[config.mk]
export PLATFORM = sky130hd
export DESIGN_NAME = frame_renderer
export DESIGN_NICKNAME = d
export VERILOG_FILES = /design/src/rtl/frame_renderer.sv
export SDC_FILE = /design/constraint.sdc
export NUM_CORES = 1
export LEC_CHECK = 0
export BUFFER_PORTS_ARGS = -buffer_cell sky130_fd_sc_hd__buf_2
export CAP_MARGIN = 20
export CORE_ASPECT_RATIO = 1.2
export CORE_MARGIN = 2
export CORE_UTILIZATION = 50
export DETAILED_ROUTE_END_ITERATION = 16
export GPL_ROUTABILITY_DRIVEN = 1
export GPL_TIMING_DRIVEN = 0
export PLACE_DENSITY = 0.71
export SYNTH_ARGS = -nofsm -noshare
export SYNTH_HDL_FRONTEND = slang
export SYNTH_SLANG_ARGS = --single-unit
[constraint.sdc]
create_clock -name clk -period 5.04 [get_ports clk]
set_input_delay 1.008 -clock clk [delete_from_list [all_inputs] [get_ports clk]]
set_output_delay 1.008 -clock clk [all_outputs]
set_load 0.005 [all_outputs]
[src/rtl/frame_renderer.sv]
// rtl/frame_renderer.sv - per-frame erase/draw pixel sequencer for the 160x120 playfield
module frame_renderer #(
   parameter int         BALL_W        = 2,
   parameter int         BALL_H        = 2,
   parameter int         PADDLE_W      = 13,
   parameter logic [6:0] PADDLE_Y      = 7'd110,
   parameter logic [2:0] BG_COLOUR     = 3'b000,
   parameter logic [2:0] PADDLE_COLOUR = 3'b011
) (
   input  logic       clk,
   input  logic       resetn,
   input  logic       frame_tick,
   input  logic [7:0] ball_x,
   input  logic [6:0] ball_y,
   input  logic [2:0] ball_colour,
   input  logic [7:0] paddle_x,
   output logic [7:0] x,
   output logic [6:0] y,
   output logic [2:0] colour,
   output logic       plot,
   output logic       busy,
   output logic       frame_done,
   output logic       overrun
);

   typedef enum logic [2:0] {
      IDLE,
      ERASE_BALL,
      ERASE_PADDLE,
      DRAW_BALL,
      DRAW_PADDLE,
      DONE
   } state_t;

   localparam logic [3:0] BALL_LAST   = 4'(BALL_W * BALL_H - 1);
   localparam logic [3:0] PADDLE_LAST = 4'(PADDLE_W - 1);

   state_t     state;
   state_t     nxt_state;
   logic [3:0] cnt;
   logic [3:0] nxt_cnt;
   logic       accept;

   // "new" set: captured on accept, drawn this frame
   logic [7:0] new_bx;
   logic [6:0] new_by;
   logic [2:0] new_colour;
   logic [7:0] new_px;

   // "old" set: what is currently on screen and must be erased
   logic [7:0] old_bx;
   logic [6:0] old_by;
   logic [7:0] old_px;
   logic       old_valid;

   // pixel selected for the state/counter the FSM moves into next
   logic [7:0] base_x;
   logic [6:0] base_y;
   logic [8:0] off_x;
   logic [7:0] off_y;
   logic [8:0] sum_x;
   logic [7:0] sum_y;
   logic [2:0] pix_colour;
   logic       pix_on;
   logic       pix_plot;

   // Next-state and counter: the counter restarts on every state entry
   always_comb begin
      nxt_state = state;
      nxt_cnt   = cnt + 4'd1;
      accept    = 1'b0;
      case (state)
         IDLE: begin
            nxt_cnt = 4'd0;
            if (frame_tick) begin
               accept    = 1'b1;
               nxt_state = old_valid ? ERASE_BALL : DRAW_BALL;
            end
         end
         ERASE_BALL: begin
            if (cnt == BALL_LAST) begin
               nxt_state = ERASE_PADDLE;
               nxt_cnt   = 4'd0;
            end
         end
         ERASE_PADDLE: begin
            if (cnt == PADDLE_LAST) begin
               nxt_state = DRAW_BALL;
               nxt_cnt   = 4'd0;
            end
         end
         DRAW_BALL: begin
            if (cnt == BALL_LAST) begin
               nxt_state = DRAW_PADDLE;
               nxt_cnt   = 4'd0;
            end
         end
         DRAW_PADDLE: begin
            if (cnt == PADDLE_LAST) begin
               nxt_state = DONE;
               nxt_cnt   = 4'd0;
            end
         end
         DONE: begin
            nxt_state = IDLE;
            nxt_cnt   = 4'd0;
         end
         default: begin
            nxt_state = IDLE;
            nxt_cnt   = 4'd0;
         end
      endcase
   end

   // Pixel address/colour for the upcoming cycle; on accept the new set is
   // still on the inputs, so DRAW_BALL reads them directly
   always_comb begin
      base_x     = 8'd0;
      base_y     = 7'd0;
      off_x      = 9'd0;
      off_y      = 8'd0;
      pix_colour = 3'b000;
      pix_on     = 1'b0;
      case (nxt_state)
         ERASE_BALL: begin
            pix_on     = 1'b1;
            base_x     = old_bx;
            base_y     = old_by;
            off_x      = 9'(int'(nxt_cnt) % BALL_W);
            off_y      = 8'(int'(nxt_cnt) / BALL_W);
            pix_colour = BG_COLOUR;
         end
         ERASE_PADDLE: begin
            pix_on     = 1'b1;
            base_x     = old_px;
            base_y     = PADDLE_Y;
            off_x      = 9'(nxt_cnt);
            pix_colour = BG_COLOUR;
         end
         DRAW_BALL: begin
            pix_on     = 1'b1;
            base_x     = accept ? ball_x : new_bx;
            base_y     = accept ? ball_y : new_by;
            off_x      = 9'(int'(nxt_cnt) % BALL_W);
            off_y      = 8'(int'(nxt_cnt) / BALL_W);
            pix_colour = accept ? ball_colour : new_colour;
         end
         DRAW_PADDLE: begin
            pix_on     = 1'b1;
            base_x     = new_px;
            base_y     = PADDLE_Y;
            off_x      = 9'(nxt_cnt);
            pix_colour = PADDLE_COLOUR;
         end
         default: begin
            pix_on = 1'b0;
         end
      endcase
      sum_x    = {1'b0, base_x} + off_x;
      sum_y    = {1'b0, base_y} + off_y;
      pix_plot = pix_on && (sum_x < 9'd160) && (sum_y < 8'd120);
   end

   // FSM state, position sets and registered outputs
   always_ff @(posedge clk or negedge resetn) begin
      if (!resetn) begin
         state      <= IDLE;
         cnt        <= 4'd0;
         new_bx     <= 8'd0;
         new_by     <= 7'd0;
         new_colour <= 3'b000;
         new_px     <= 8'd0;
         old_bx     <= 8'd0;
         old_by     <= 7'd0;
         old_px     <= 8'd0;
         old_valid  <= 1'b0;
         x          <= 8'd0;
         y          <= 7'd0;
         colour     <= 3'b000;
         plot       <= 1'b0;
         busy       <= 1'b0;
         frame_done <= 1'b0;
         overrun    <= 1'b0;
      end else begin
         state <= nxt_state;
         cnt   <= nxt_cnt;
         if (accept) begin
            new_bx     <= ball_x;
            new_by     <= ball_y;
            new_colour <= ball_colour;
            new_px     <= paddle_x;
         end
         if (state == DONE) begin
            old_bx    <= new_bx;
            old_by    <= new_by;
            old_px    <= new_px;
            old_valid <= 1'b1;
         end
         x          <= pix_on ? sum_x[7:0] : 8'd0;
         y          <= pix_on ? sum_y[6:0] : 7'd0;
         colour     <= pix_on ? pix_colour : 3'b000;
         plot       <= pix_plot;
         busy       <= (nxt_state != IDLE);
         frame_done <= (nxt_state == DONE);
         overrun    <= frame_tick && (state != IDLE);
      end
   end

endmodule

# Word-level counts from Yosys, hierarchy flattened
# Index checks and enable logic that the tools add are counted.
[word_totals] reg_bits=79 out_inout_bits=22 word_cells=69
[op_classes] addsub=3 n_lt_le_gt_ge=2 eq_ne=12 n_mux=24 reduce_logical=11
[op_table] cell="8-bit one-hot mux with 4 select lines" count=1
[op_table] cell="3-bit two-way mux" count=8
[op_table] cell="7-bit one-hot mux with 3 select lines" count=1
[op_table] cell="8-bit two-way mux" count=2
[op_table] cell="4-bit one-hot mux with 2 select lines" count=2
[op_table] cell="3-bit one-hot mux with 5 select lines" count=1
[op_table] cell="7-bit two-way mux" count=2
[op_table] cell="3-bit by 2-bit equality test with 1-bit output (second input constant)" count=4
[op_table] cell="3-bit equality test (second input constant)" count=4
[op_table] cell="8-bit by 9-bit adder with 9-bit output" count=1
[op_table] cell="9-bit by 8-bit < comparator with 1-bit output (second input constant)" count=1
[op_table] cell="7-bit by 8-bit adder with 8-bit output" count=1
[op_table] cell="8-bit by 7-bit < comparator with 1-bit output (second input constant)" count=1
[op_table] cell="4-bit two-way mux" count=2
[op_table] cell="2-bit OR reduction" count=4
[op_table] cell="3-bit by 1-bit equality test with 1-bit output (second input constant)" count=2
[op_table] cell="3-bit one-hot mux with 2 select lines" count=1
[op_table] cell="3-bit nonzero test" count=2
[op_table] cell="4-bit by 1-bit adder with 4-bit output (second input constant)" count=1
[op_table] cell="4-bit by 2-bit equality test with 1-bit output (second input constant)" count=1
[op_table] cell="4-bit equality test (second input constant)" count=1
[op_table] cell="4-bit OR reduction" count=1
[op_table] cell="1-bit logical AND" count=3
[op_table] cell="3-bit zero test" count=1
[op_table] cell="2 further kinds" count=4

# Depth between registers and ports, before layout
[depth] depth_word=10 ltp_mapped=18 depth_no_buf=17

# Worst setup path before layout
# Ideal clock, no wire load.
[synth_timing] kind="input -> register" start="input frame_tick" end="register plot" arrival_time_ns=3.697 required_time_ns=4.888 setup_slack_ns=1.191 cell_stages=14 path_buffers=2 path_cell_list="nor4b_2 > buf_2 > clkbuf_1 > nand2_1 > nand2_1 > mux2i_1 > a21oi_1 > ha_1 > nor2b_1 > o21ai_0 > nand2b_1 > or4_1 > a211oi_1 > a2111oi_2"
[synth_via] elab_chain_len=9 word_cells_on_any_way=24
[synth_rtl] item="start, declared" line_no="12" source="input logic frame_tick,"
[synth_rtl] item="3-bit two-way mux" line_no="75" source="if (frame_tick) begin"
[synth_rtl] item="3-bit one-hot mux with 5 select lines" line_no="72" source="case (state)"
[synth_rtl] item="3-bit equality test, or another cell as far along" line_no="124" source="case (nxt_state)"
[synth_rtl] item="2-bit OR reduction (no line)"
[synth_rtl] item="4-bit one-hot mux with 2 select lines" line_no="124"
[synth_rtl] item="8-bit by 9-bit adder with 9-bit output" line_no="159" source="sum_x = {1'b0, base_x} + off_x;"
[synth_rtl] item="9-bit by 8-bit < comparator with 1-bit output" line_no="161" source="pix_plot = pix_on && (sum_x < 9'd160) && (sum_y < 8'd120);"
[synth_rtl] item="1-bit logical AND" line_no="161"
[synth_rtl] item="1-bit logical AND *" line_no="161"
[synth_rtl] item="named net pix_plot" line_no="65" source="logic pix_plot;"
[synth_rtl] item="end signal, assigned" line_no="202" source="plot <= pix_plot;"
[synth_rtl] item="end, declared" line_no="20" source="output logic plot,"
# Mark *: on every way through the listed nets, which the timed path passes. The rest lies on a longest branch.
# A chain may end at the register's enable or synchronous reset.

# Worst setup path in the final report
[layout_timing] start="register cnt[0]" end="register plot"
[layout_via] elab_chain_len=10 word_cells_on_any_way=29
[layout_rtl] item="start, declared" line_no="40" source="logic [3:0] cnt;"
[layout_rtl] item="start signal, assigned" line_no="186" source="cnt <= nxt_cnt;"
[layout_rtl] item="4-bit equality test or 4-bit by 2-bit equality test with 1-bit output (tied branches)"
[layout_rtl] item="3-bit two-way mux, on equally long branches"
[layout_rtl] item="3-bit one-hot mux with 5 select lines" line_no="72"
[layout_rtl] item="3-bit equality test, or another cell as far along" line_no="124"
[layout_rtl] item="2-bit OR reduction (no line)"
[layout_rtl] item="4-bit one-hot mux with 2 select lines" line_no="124"
[layout_rtl] item="8-bit by 9-bit adder with 9-bit output" line_no="159"
[layout_rtl] item="9-bit by 8-bit < comparator with 1-bit output" line_no="161"
[layout_rtl] item="1-bit logical AND" line_no="161"
[layout_rtl] item="1-bit logical AND *" line_no="161"
[layout_rtl] item="named net pix_plot" line_no="65"
# Marks and branches as above.

==> flow_summary.json <==
{
  "final_util": 0.587,
  "critical_path_class": "reg2reg",
  "clock_sinks": 79,
  "start_kind": "flop",
  "cts_buffers": 9,
  "globalplace.congestion": 0.807,
  "tritoncts": "yes",
  "drcViolationCount": 0,
  "slew_headroom": 0.464,
  "preCtsSetupSlack_ps": 74.9,
  "diodes": 0,
  "p_int_mw": 1.64,
  "seqPwrFrac": 0.367,
  "antenna_found_initial": 0,
  "synth_edf_count": 0,
  "ff_latch_area_sq_um": 1980,
  "cts_max_level": 3,
  "cts_resized": 0,
  "dieWidth_microns": 84.4,
  "critPathMaxFanout": 19,
  "fin_nets": 462,
  "std_cell_rows": 35,
  "finalSetupViolCount": 0,
  "fin_setup_tns_ps": 0,
  "syn_area_per_cell_sq_um": 10.7,
  "min-delay-start": "old_valid",
  "io_buffer_count": 50,
  "rr_worst_depth": 15,
  "start_util": 0.509,
  "ant_nets": 0,
  "ctsHoldBuffers": 0,
  "postCtsSetupRepairBufs": 0,
  "power_density_nw_per_um2": 603,
  "routed_wl_mm": 8.32,
  "cts_root_buf": "clkbuf_8",
  "die-area_sq_um": 8480,
  "dp_hpwl_mm": 6.07,
  "fin_crit_sh": 0.898,
  "rsz0062_at_grt": "no",
  "max-cap-violations": 0,
  "vdd_ir_drop_max_v": 0.000259,
  "swShare": 0.391,
  "dieHeight_microns": 101,
  "p_leak_nw": 2.26,
  "wl_per_cell_microns": 16.0,
  "fin_ws_ps": 513,
  "clockBufferDepth": 2,
  "grt_overflow": 0,
  "clkLatencyLatePin_ps": 370,
  "multi_input_area_sq_um": 1780,
  "viasPerCell": 5.45,
  "syn2layout_area_growth_pct": 15.3,
  "fmax_mhz": 221,
  "arrival_ps": 4730,
  "ios": 51,
  "p_comb_frac": 0.458,
  "fin_crit_ps": 4530,
  "yosysUniqueCellTypes": 55,
  "vias": 2828,
  "async_flop_share": 1.00,
  "clk_pin_slew_ps": 80,
  "power_switching_mw": 1.06,
  "hold_depth": 1,
  "skew_ps": 9.49,
  "yosysWarnings": 0,
  "grt_max_degree": 59,
  "drv_slew": 0,
  "dr.pass1.iters": 4,
  "critPathRequiredTime_ps": 5250,
  "synth.net_count": 401,
  "synthFlopType": "dfrtp_1",
  "r2r-start": "cnt[0]",
  "ys_seq_area_frac": 0.510,
  "fillers": 666,
  "syn-instance-count": 361,
  "crit_path_end_kind": "flop",
  "crit_start": "cnt[0]",
  "drt_iter0_markers": 159,
  "grt_util_all_layers": 0.215,
  "tightest_slew_ps": 800,
  "grt_pass1_vias": 2871,
  "hold_viol": 0,
  "outcome": "finished, final reports clean",
  "drive_above_1_share": 0.293,
  "ys_ff_latch": 79,
  "syn_area_sq_um": 3880,
  "power_frac_clock": 0.175,
  "hp-class": "reg2reg",
  "core-area_sq_um": 7620,
  "hold_slack_ps": 468,
  "grt_pass1_wl_mm": 14.0
}
## cell type report
cell class / instances / share of cell area
clock inverters: 3 / 0.00531
inverters: 12 / 0.0101
plain buffers: 14 / 0.0165
clock buffers: 13 / 0.0400
flip-flops and latches: 79 / 0.442
multi-input cells: 255 / 0.398
repair buffers: 51 / 0.0626
well taps: 92 / 0.0257
## flip-flops by register name, summed over array words and instances (netlist names), 4 cells and up
register / flops
new_bx: 8
old_bx: 8
y: 7
x: 8
old_px: 8
new_px: 8
cnt: 4
old_by: 7
new_by: 7
## Yosys cell counts (2+ instances only)
cell type  number  area, sq um
fa_1            2         40.0
clkbuf_1        5         18.8
nand3_1         2         10.0
nor3_1          4         20.0
and3_1          4         25.0
o211ai_1        3         22.5
inv_1           9         33.8
nor2_1         24         90.1
o21ai_0         3         15.0
xnor2_1        11         96.3
ha_1            9          113
a2111oi_2       2         30.0
xor2_1          2         17.5
a221oi_1        5         43.8
nand4_1         2         12.5
o211a_1         2         20.0
a31oi_1         3         18.8
dfrtp_1        79         1980
buf_1           2         7.51
nand2_1        76          285
nor2b_1        11         68.8
inv_2           3         11.3
buf_4           2         15.0
a21oi_1         9         45.0
a221o_1         5         50.1
and2_1          3         18.8
nor3_2          2         20.0
mux2_2         29          327
buf_2           5         25.0
nand2b_1        4         25.0
a211oi_1        2         15.0
a31o_2          2         17.5
o21ai_2         2         17.5
mux2i_1         7         70.1
a21o_1          6         45.0
## per-layer routing
layer / track usage / up-vias / share of wire
li1: - / 1373 / -
met1: 0.267 / 1388 / 0.44
met2: 0.366 / 52 / 0.50
met3: 0.0442 / 15 / 0.039
met4: 0.0965 / 0 / 0.021
met5: 0 / - / 0
## logic make-up (layout without fill, tap and decap cells)
logic type / Yosys count / after routing / synth area share
AO/OA/AOI/OAI: 55 / 55 / 0.119
multiplexers: 36 / 36 / 0.102
adder cells (fa/ha/maj): 11 / 11 / 0.0393
buffers and inverters: 27 / 93 / 0.0316
AND/OR/NAND/NOR: 140 / 140 / 0.169
XOR/XNOR: 13 / 13 / 0.0293
flip-flops: 79 / 79 / 0.510
## cells in the final DEF, fill, tap and decap left out, types with 3 or more instances in the layout
master / Yosys / layout
nor2_1: 24 / 24
mux2i_1: 7 / 7
a221oi_1: 5 / 5
a21o_1: 6 / 6
nand2b_1: 4 / 4
clkbuf_8: 0 / 13
and3_1: 4 / 4
buf_2: 5 / 54
nand2_1: 76 / 76
and2_1: 3 / 3
o211ai_1: 3 / 3
dfrtp_1: 79 / 79
a31oi_1: 3 / 3
buf_4: 2 / 3
xnor2_1: 11 / 11
mux2_2: 29 / 29
nor2b_1: 11 / 11
ha_1: 9 / 9
inv_1: 9 / 9
a221o_1: 5 / 5
o21ai_0: 3 / 3
a21oi_1: 9 / 9
inv_2: 3 / 3
nor3_1: 4 / 4
clkbuf_1: 5 / 5
## per-stage QoR
step | std cells | power (mW) | instance area (sq um)
final | 519 | 2.70 | 4470
after CTS | 520 | 2.73 | 4480
after global placement | 503 | 2.20 | 4250
after detailed placement | 504 | 2.25 | 4280
after global routing | 519 | 2.93 | 4470
after floorplan | 361 | 1.90 | 3880
## worst max-delay path: stages, from the launching register on
cell and delay (ps):
dfrtp_1 430, ha_1 230, nor3b_4 350, mux2i_1 370, nand2_1 260, inv_2 180, buf_2 400, a221oi_1 90
a21oi_1 320, ha_1 310, nor2b_1 150, o21ai_0 210, nand2b_1 160, or4_1 550, a211oi_1 270, a2111oi_2 80
## power groups by stage
stage	clock (mW)	combinational, mW	sequential (mW)
floorplan	0	0.917	0.986
global placement	0	1.21	0.993
detailed placement	0	1.24	1.00
CTS	0.484	1.25	0.990
global route	0.513	1.40	1.02
finish	0.472	1.24	0.991
## final timing paths
check	to	slack (ps)
min in group asynchronous	cnt[2]	530
max in group asynchronous	new_bx[6]	3950
min	old_valid	470
min reg2reg	old_valid	470
max	plot	510
max reg2reg	plot	510
Note: power is estimated with default switching activity, not from simulation.
